===== src/rtl/lock_pkg.sv =====
// Shared keypad-interface definitions: key encodings, player state encoding
// and a helper that limits a requested digit count to one code word.
package lock_pkg;

  localparam logic [4:0] KEY_NONE = 5'd16;
  localparam logic [3:0] EN_KEY   = 4'd10;

  typedef enum logic [1:0] {
    IDLE = 2'd0,
    EMIT = 2'd1,
    GAP  = 2'd2,
    DONE = 2'd3
  } player_state_t;

  function automatic logic [3:0] clamp_len(input logic [3:0] len);
    return (len > 4'd8) ? 4'd8 : len;
  endfunction

endpackage


===== src/rtl/sequence_gap_timer.sv =====
// Loadable down-counter that paces the idle cycles between digit strobes.
// Stops at zero and reports it through the zero flag.
module sequence_gap_timer
  import lock_pkg::*;
#(
  parameter int W = 2
) (
  input  logic         clk,
  input  logic         rst,
  input  logic         load,
  input  logic [W-1:0] load_val,
  input  logic         dec,
  output logic         zero
);

  logic [W-1:0] count;

  always_ff @(posedge clk or posedge rst) begin
    if (rst) begin
      count <= '0;
    end else if (load) begin
      count <= load_val;
    end else if (dec && (count != '0)) begin
      count <= count - W'(1);
    end
  end

  assign zero = (count == '0);

endmodule


===== src/rtl/sequence_player.sv =====
// Replays a latched code word as keypad strobes, most significant digit first.
// Optional leading-zero suppression is built when SEQUENCE_PLAYER_ZERO_SKIP_EN is defined.
//
// state | meaning
// IDLE  | waiting for start, outputs idle
// EMIT  | one-cycle strobe of the current digit
// GAP   | GAP_CYCLES idle cycles before the next strobe
// DONE  | one-cycle done pulse, may accept a new start
module sequence_player
  import lock_pkg::*;
#(
  parameter int GAP_CYCLES = 3
) (
  input  logic        clk,
  input  logic        rst,
  input  logic        start,
  input  logic        abort,
  input  logic [31:0] code,
  input  logic [3:0]  len,
  output logic [3:0]  out_en,
  output logic [4:0]  out_key,
  output logic        busy,
  output logic        done
);

  localparam int GW = (GAP_CYCLES > 0) ? $clog2(GAP_CYCLES + 1) : 1;
  localparam logic [GW-1:0] GAP_LOAD = (GAP_CYCLES > 0) ? GW'(GAP_CYCLES - 1) : '0;

  player_state_t state, state_nx;
  logic [31:0]   word, word_nx, aligned, start_word;
  logic [3:0]    cnt, cnt_nx, len_c, len_m1, start_cnt;
  logic          tmr_load, tmr_zero;

  assign len_c  = clamp_len(len);
  assign len_m1 = len_c - 4'd1;
  // Push the top digit of the requested length into bits [31:28].
  assign aligned = code << {4'd8 - len_c, 2'b00};

`ifdef SEQUENCE_PLAYER_ZERO_SKIP_EN
  logic [3:0] lead_zeros;
  logic       scan_stop;

  // The last digit is never skipped, so an all-zero code still emits one 0.
  always_comb begin
    lead_zeros = 4'd0;
    scan_stop  = 1'b0;
    for (int i = 0; i < 8; i++) begin
      if (!scan_stop && (4'(i) < len_m1)) begin
        if (aligned[31-4*i -: 4] == 4'd0) lead_zeros = lead_zeros + 4'd1;
        else                              scan_stop  = 1'b1;
      end
    end
  end

  assign start_word = aligned << {lead_zeros, 2'b00};
  assign start_cnt  = len_m1 - lead_zeros;
`else
  assign start_word = aligned;
  assign start_cnt  = len_m1;
`endif

  always_comb begin
    state_nx = state;
    word_nx  = word;
    cnt_nx   = cnt;
    tmr_load = 1'b0;
    case (state)
      IDLE, DONE: begin
        state_nx = IDLE;
        if (start) begin
          word_nx  = start_word;
          cnt_nx   = start_cnt;
          state_nx = (len_c == 4'd0) ? DONE : EMIT;
        end
      end
      EMIT: begin
        if (cnt == 4'd0) begin
          state_nx = DONE;
        end else begin
          word_nx = word << 4;
          cnt_nx  = cnt - 4'd1;
          if (GAP_CYCLES > 0) begin
            state_nx = GAP;
            tmr_load = 1'b1;
          end else begin
            state_nx = EMIT;
          end
        end
      end
      GAP: begin
        if (tmr_zero) state_nx = EMIT;
      end
      default: state_nx = IDLE;
    endcase
    if (abort) begin
      state_nx = IDLE;
      tmr_load = 1'b0;
    end
  end

  sequence_gap_timer #(.W(GW)) u_gap_timer (
    .clk      (clk),
    .rst      (rst),
    .load     (tmr_load),
    .load_val (GAP_LOAD),
    .dec      (state == GAP),
    .zero     (tmr_zero)
  );

  // Outputs are registered from the next-state values so they line up with state.
  always_ff @(posedge clk or posedge rst) begin
    if (rst) begin
      state   <= IDLE;
      word    <= '0;
      cnt     <= '0;
      out_en  <= 4'd0;
      out_key <= KEY_NONE;
      busy    <= 1'b0;
      done    <= 1'b0;
    end else begin
      state   <= state_nx;
      word    <= word_nx;
      cnt     <= cnt_nx;
      out_en  <= (state_nx == EMIT) ? EN_KEY : 4'd0;
      out_key <= (state_nx == EMIT) ? {1'b0, word_nx[31:28]} : KEY_NONE;
      busy    <= (state_nx == EMIT) || (state_nx == GAP);
      done    <= (state_nx == DONE);
    end
  end

endmodule


===== config.mk =====
export PLATFORM = sky130hd
export DESIGN_NAME = sequence_player
export DESIGN_NICKNAME = d
export VERILOG_FILES = /design/src/rtl/lock_pkg.sv /design/src/rtl/sequence_gap_timer.sv /design/src/rtl/sequence_player.sv
export SDC_FILE = /design/constraint.sdc
export NUM_CORES = 1
export LEC_CHECK = 0
export ABC_AREA = 1
export CAP_MARGIN = 20
export CORE_UTILIZATION = 50
export CTS_BUF_LIST = sky130_fd_sc_hd__clkbuf_4 sky130_fd_sc_hd__clkbuf_8 sky130_fd_sc_hd__clkbuf_16
export DETAILED_ROUTE_END_ITERATION = 7
export PLACE_DENSITY_LB_ADDON = 0.08
export SLEW_MARGIN = 0
export SYNTH_ARGS = -nofsm -noshare
export SYNTH_HDL_FRONTEND = slang
export SYNTH_SLANG_ARGS = --single-unit

===== constraint.sdc =====
create_clock -name clk -period 1.6 [get_ports clk]
set_clock_uncertainty 0.05 [all_clocks]
set_input_delay 0.32 -clock clk [delete_from_list [all_inputs] [get_ports clk]]
set_output_delay 0.32 -clock clk [all_outputs]
set_load 0.02 [all_outputs]

Word-level counts from Yosys, hierarchy flattened
Cells that the tools add are included.

cells by class
  $add $sub $neg = 4
  order comparisons = 1
  mux-type cells = 20
  shift-type cells = 1
  equal/unequal tests = 8
  reduce and logical (&&, ||, !) cells = 11

operators with widths
  operator             number
  $mux 32              2
  $pmux 32 s2          1
  $shl 32x6->32        1
  $mux 4               4
  $mux 2               6
  $eq 2x2->1 const B   4
  $logic_not 4->1      2
  $pmux 4 s2           1
  $sub 4x1->4 const B  2
  $pmux 2 s3           1
  $reduce_bool 2->1    3
  $mux 5               1
  $eq 2x1->1 const B   2
  $gt 4x4->1 const B   1
  $logic_not 2->1      2
  $mux 1               4
  $ne 2x2->1 const B   2
  $sub 4x4->4 const A  1
  $reduce_and 3->1     1
  $reduce_or 2->1      1
  $sub 2x1->2 const B  1
  $logic_and 1x1->1    1
  $logic_or 1x1->1     1

word-level totals
  register bits after elaboration = 51
  input bits = 40
  logic and storage cells = 54

Longest topological paths before layout
  word-level depth = 9
  mapped depth = 15
  mapped depth without buffers = 13

Cells and area by module
Synthesis repeated with hierarchy kept, for this count alone.

second synthesis, totals
  cell total of the unflattened synthesis = 518
  area, all modules = 3398.3 µm²

by module, submodules not included
  module              cells an instance  area an instance (µm²)  times used
  sequence_player     498                3266.9                  1
  sequence_gap_timer  20                 131.4                   1

Least setup slack after synthesis
OpenSTA, ideal clock, no wires.

  path kind = in2reg
  start point = input port len[0]
  end point = register out_key[0]
  setup slack = -0.664 ns
  arrival = 2.092 ns
  setup time = 0.122 ns
  stages on the path = 14
  cell sequence = nor2_2 > nand2_2 > nand2_4 > nand2_4 > buf_4 > ha_1 > buf_2 > inv_1 > buf_1 > nand3_1 > nand3_1 > nand2_1 > nand2_1 > a21oi_1

between the ends
  cells in the longest elaborated chain, start to end = 9

RTL lines
  element                                              RTL line                source
  start, declared                                      sequence_player.sv:19   input logic [3:0] len,
  $gt 4x4->1                                           lock_pkg.sv:16          return (len > 4'd8) ? 4'd8 : len;
  $mux 4 *                                             lock_pkg.sv:16
  branches (longest 6 deep; another with $sub 4x4->4)  --
  $mux 5 *                                             sequence_player.sv:125  out_key <= (state_nx == EMIT) ? {1'b0, word_nx[31:28]} : KEY_NONE;
  end signal, assigned                                 sequence_player.sv:125
  end, declared                                        sequence_player.sv:21   output logic [4:0] out_key,

Every way passes the cells marked *. The select of a mux whose other input is x is not followed.
A chain may end at the register's enable or synchronous reset.

Worst setup path after layout
  start point = register cnt[2]
  end point = register out_key[3]

between the ends
  cells in the longest elaborated chain, start to end = 6

RTL lines
  element                 RTL line                source
  start, declared         sequence_player.sv:31   logic [3:0] cnt, cnt_nx, len_c, len_m1, start_cnt;
  start signal, assigned  sequence_player.sv:123  cnt <= cnt_nx;
  $logic_not 4->1         sequence_player.sv:77   if (cnt == 4'd0) begin
  $mux 1                  sequence_player.sv:77
  $pmux 2 s3              sequence_player.sv:67   case (state)
  $mux 2                  sequence_player.sv:95   if (abort) begin
  named net state_nx[0]   sequence_player.sv:29   player_state_t state, state_nx;
  $eq 2x1->1              sequence_player.sv:125
  $mux 5                  sequence_player.sv:125

The timed path passes the listed nets, and every way through them passes these cells. The select of a mux whose other input is x is not followed.

==> impl_metrics.py <==
metrics = {
    "run_status": {
        "status": "finished, violations left",
        "violations": "DRC, setup timing",
    },
    "synth": {
        "synth_warnings": 0,
        "synth_top_area_share_pct": 34.6,
        "ys_async_sr_fraction_pct": 100,
        "yosysTopAreaCell": "dfrtp_1",
        "synth_edf_count": 0,
        "avgSynthCellArea_um2": 6.72,
        "synth_cells": 505,
        "synth_area_um2": 3400,
        "synth.distinct_cells": 38,
        "yosysSeqAreaShare_pct": 35.4,
        "ys_ff_latch": 48,
        "synthFlopType": "dfrtp_1",
        "synth.area.top_cells": "dfrtp_1 35%, nand2_1 19%, nand3_1 14%",
    },
    "floorplanning": {
        "coreArea_um2": 6460,
        "initial_core_util_pct": 52.6,
        "die_w_um": 84.4,
        "design.die.area_um2": 7130,
        "placement_rows": 29,
        "ioPinCount": 51,
        "fp.dieH_um": 84.4,
    },
    "global_routing": {
        "grt_usage_pct": 30.7,
        "grt-ovfl-total": 0,
        "grt_pass1_vias": 3805,
        "grt_pass1_wl_um": 17400,
        "antenna_found_initial": 0,
        "grt_max_degree": 34,
    },
    "clocking": {
        "root_buffer": "clkbuf_8",
        "clkLatencyLatePin_ns": 0.30,
        "clock_sinks": 48,
        "postCtsHoldBufs": 0,
        "cts_buffers": 5,
        "clk_pin_slew_ns": 0.10,
        "cts_tree": "done",
        "cts_buffer_depth": 2,
        "htree_levels": 2,
    },
    "finish": {
        "layout_common_cells": "140 x nand2_1, 72 x nand3_1, 48 x buf_4, 47 x dfrtp_1, 44 x inv_1",
        "drive_gt1_share_pct": 34.4,
        "syn_to_final_growth_pct": 52.6,
        "final_util_pct": 80.2,
        "diodes": 0,
        "fin_cells": 684,
        "nNetsFinal": 653,
        "final_common_cell": "nand2_1",
    },
    "worst_setup_path": {
        "crit_type": "register to register",
        "critPathMaxFanout": 5,
        "r2r_slack_ns": -0.23,
        "crit_path_max_incr_delay_ns": 0.39,
        "worstReg2RegStart": "cnt[2]",
        "crit_required_ns": 1.77,
        "endpoint_kind": "register",
        "arrival_ns": 2.00,
        "r2r-end": "out_key[3]",
        "start_kind": "register",
        "slowest_stage": "dfrtp_1",
        "crit_chain": "nor2_1 > nand3_2 > nor2_4 > inv_2 > a311oi_4 > ha_4 > inv_4 > a21oi_2",
        "reg2reg_depth": 8,
    },
    "sta": {
        "drv_slew": 0,
        "grt_setup_unrepaired": "true",
        "fin_crit_ns": 1.83,
        "layout_setup_ws_ns": -0.228,
        "max_freq_ghz": 0.547,
        "whs_ns": 0.211,
        "period_share_pct": 114,
        "hold_viol_final": 0,
        "setup_viol": 45,
    },
    "placed_design": {
        "dp_hpwl_um": 7110,
        "pre_cts_ws_ns": -0.740,
        "placedCellCount": 659,
        "place_congestion": 0.861,
        "io_buffer_count": 48,
    },
    "routing": {
        "ant_nets": 0,
        "firstDrtPassIters": 7,
        "drtIter0Drc": 353,
        "wl_per_cell_um": 17.9,
        "vias_per_cell": 5.83,
        "drcViolationCount": 4,
        "via_count": 3988,
        "wl_um": 12200,
    },
    "power_and_ir_drop": {
        "peakVddDrop_uv": 1070,
        "p_per_area_nw_per_um2": 1630,
        "leakage_nw": 2.63,
    },
    "job": {
        "maxCapViolCount": 0,
    },
    "worst_hold_path": {
        "hp-class": "primary input to asynchronous set/reset pin",
    },
}
## layer usage
metal	wire (um)	global-route usage (%)	up-vias	share of wire, %
li1	-	-	1828	-
met1	4560	37.3	1913	37
met2	6340	56.6	186	52
met3	650	4.23	61	5.3
met4	698	9.24	0	5.7
met5	0	0	-	0
## cell type report
| type | instances | area (um2) |
|---|---|---|
| Clock buffer | 8 | 97.6 |
| Fill cell | 427 | 1280 |
| Inverter | 61 | 262 |
| Multi-Input combinational cell | 372 | 2350 |
| Sequential cell | 48 | 1200 |
| Tap cell | 77 | 96.3 |
| Timing Repair Buffer | 118 | 1170 |
## sequential cells by signal (all words and copies together) (netlist names)
name               flops
state                  2
cnt                    4
done                   1
out_en                 1
busy                   1
u_gap_timer.count      2
word                  32
out_key                5
## cell families after synthesis
logic type	share of synthesized area [%]
buffers and inverters	11.3
XOR/XNOR	1.33
other	0.110
AO/OA/AOI/OAI	9.69
adder cells (fa/ha/maj)	2.58
AND/OR/NAND/NOR	39.6
flip-flops	35.4
## synthesized netlist by cell type (2+ instances only)
| cell | n |
|---|---|
| buf_1 | 4 |
| buf_2 | 7 |
| o21ai_0 | 8 |
| a21oi_1 | 15 |
| inv_2 | 6 |
| xnor2_1 | 2 |
| nand3b_1 | 5 |
| dfrtp_1 | 47 |
| nand2_4 | 4 |
| a22oi_1 | 2 |
| a21oi_2 | 3 |
| nor2_2 | 4 |
| clkbuf_1 | 6 |
| nor2_1 | 15 |
| buf_6 | 3 |
| inv_1 | 53 |
| nand2_2 | 2 |
| nand2_1 | 171 |
| nand3_1 | 97 |
| o21ai_1 | 19 |
| buf_4 | 6 |
| ha_1 | 7 |
| o22ai_1 | 4 |
## worst max path at each step
stage	startpoint	endpoint	slack [ns]	cells past startpoint
CTS	state[1]	out_key[1]	-0.15	9
floorplan	len[1]	word[18]	-0.26	14
global route	cnt[2]	out_key[3]	-0.31	8
finish	cnt[2]	out_key[3]	-0.23	8
global placement	len[1]	out_key[0]	-0.70	13
detailed placement	len[1]	out_key[0]	-0.74	13
## critical path: cells and delay by family (launching register included)
| family | cells | cell delay [ns] |
|---|---|---|
| adder cells (fa/ha/maj) | 1 | 0.22 |
| buffers and inverters | 2 | 0.12 |
| flip-flops | 1 | 0.39 |
| AND/OR/NAND/NOR | 3 | 0.47 |
| AO/OA/AOI/OAI | 2 | 0.49 |
## where the power goes
group / total [mW] / switching [mW] / internal, mW
logic: 5.72 / 3.28 / 2.45
registers: 1.96 / 0.278 / 1.68
clock network: 0.785 / 0.398 / 0.387
total: 8.46 / 3.95 / 4.51
## stage by stage
stage / power (mW) / cell area (um2) / setup TNS [ns]
floorplan: 4.16 / 3520 / -7.83
global placement: 5.40 / 4370 / -25.09
detailed placement: 5.50 / 4370 / -26.03
CTS: 7.52 / 4870 / -2.32
global route: 8.91 / 5180 / -8.81
finish: 8.46 / 5180 / -5.96
## timing repair
action	CTS	global route
endpoints found under the setup margin	50	50
resized for setup	89	80
setup buffers	9	7
pin swaps	26	31
gates cloned	5	1
Note: power is estimated with default switching activity, not from simulation.
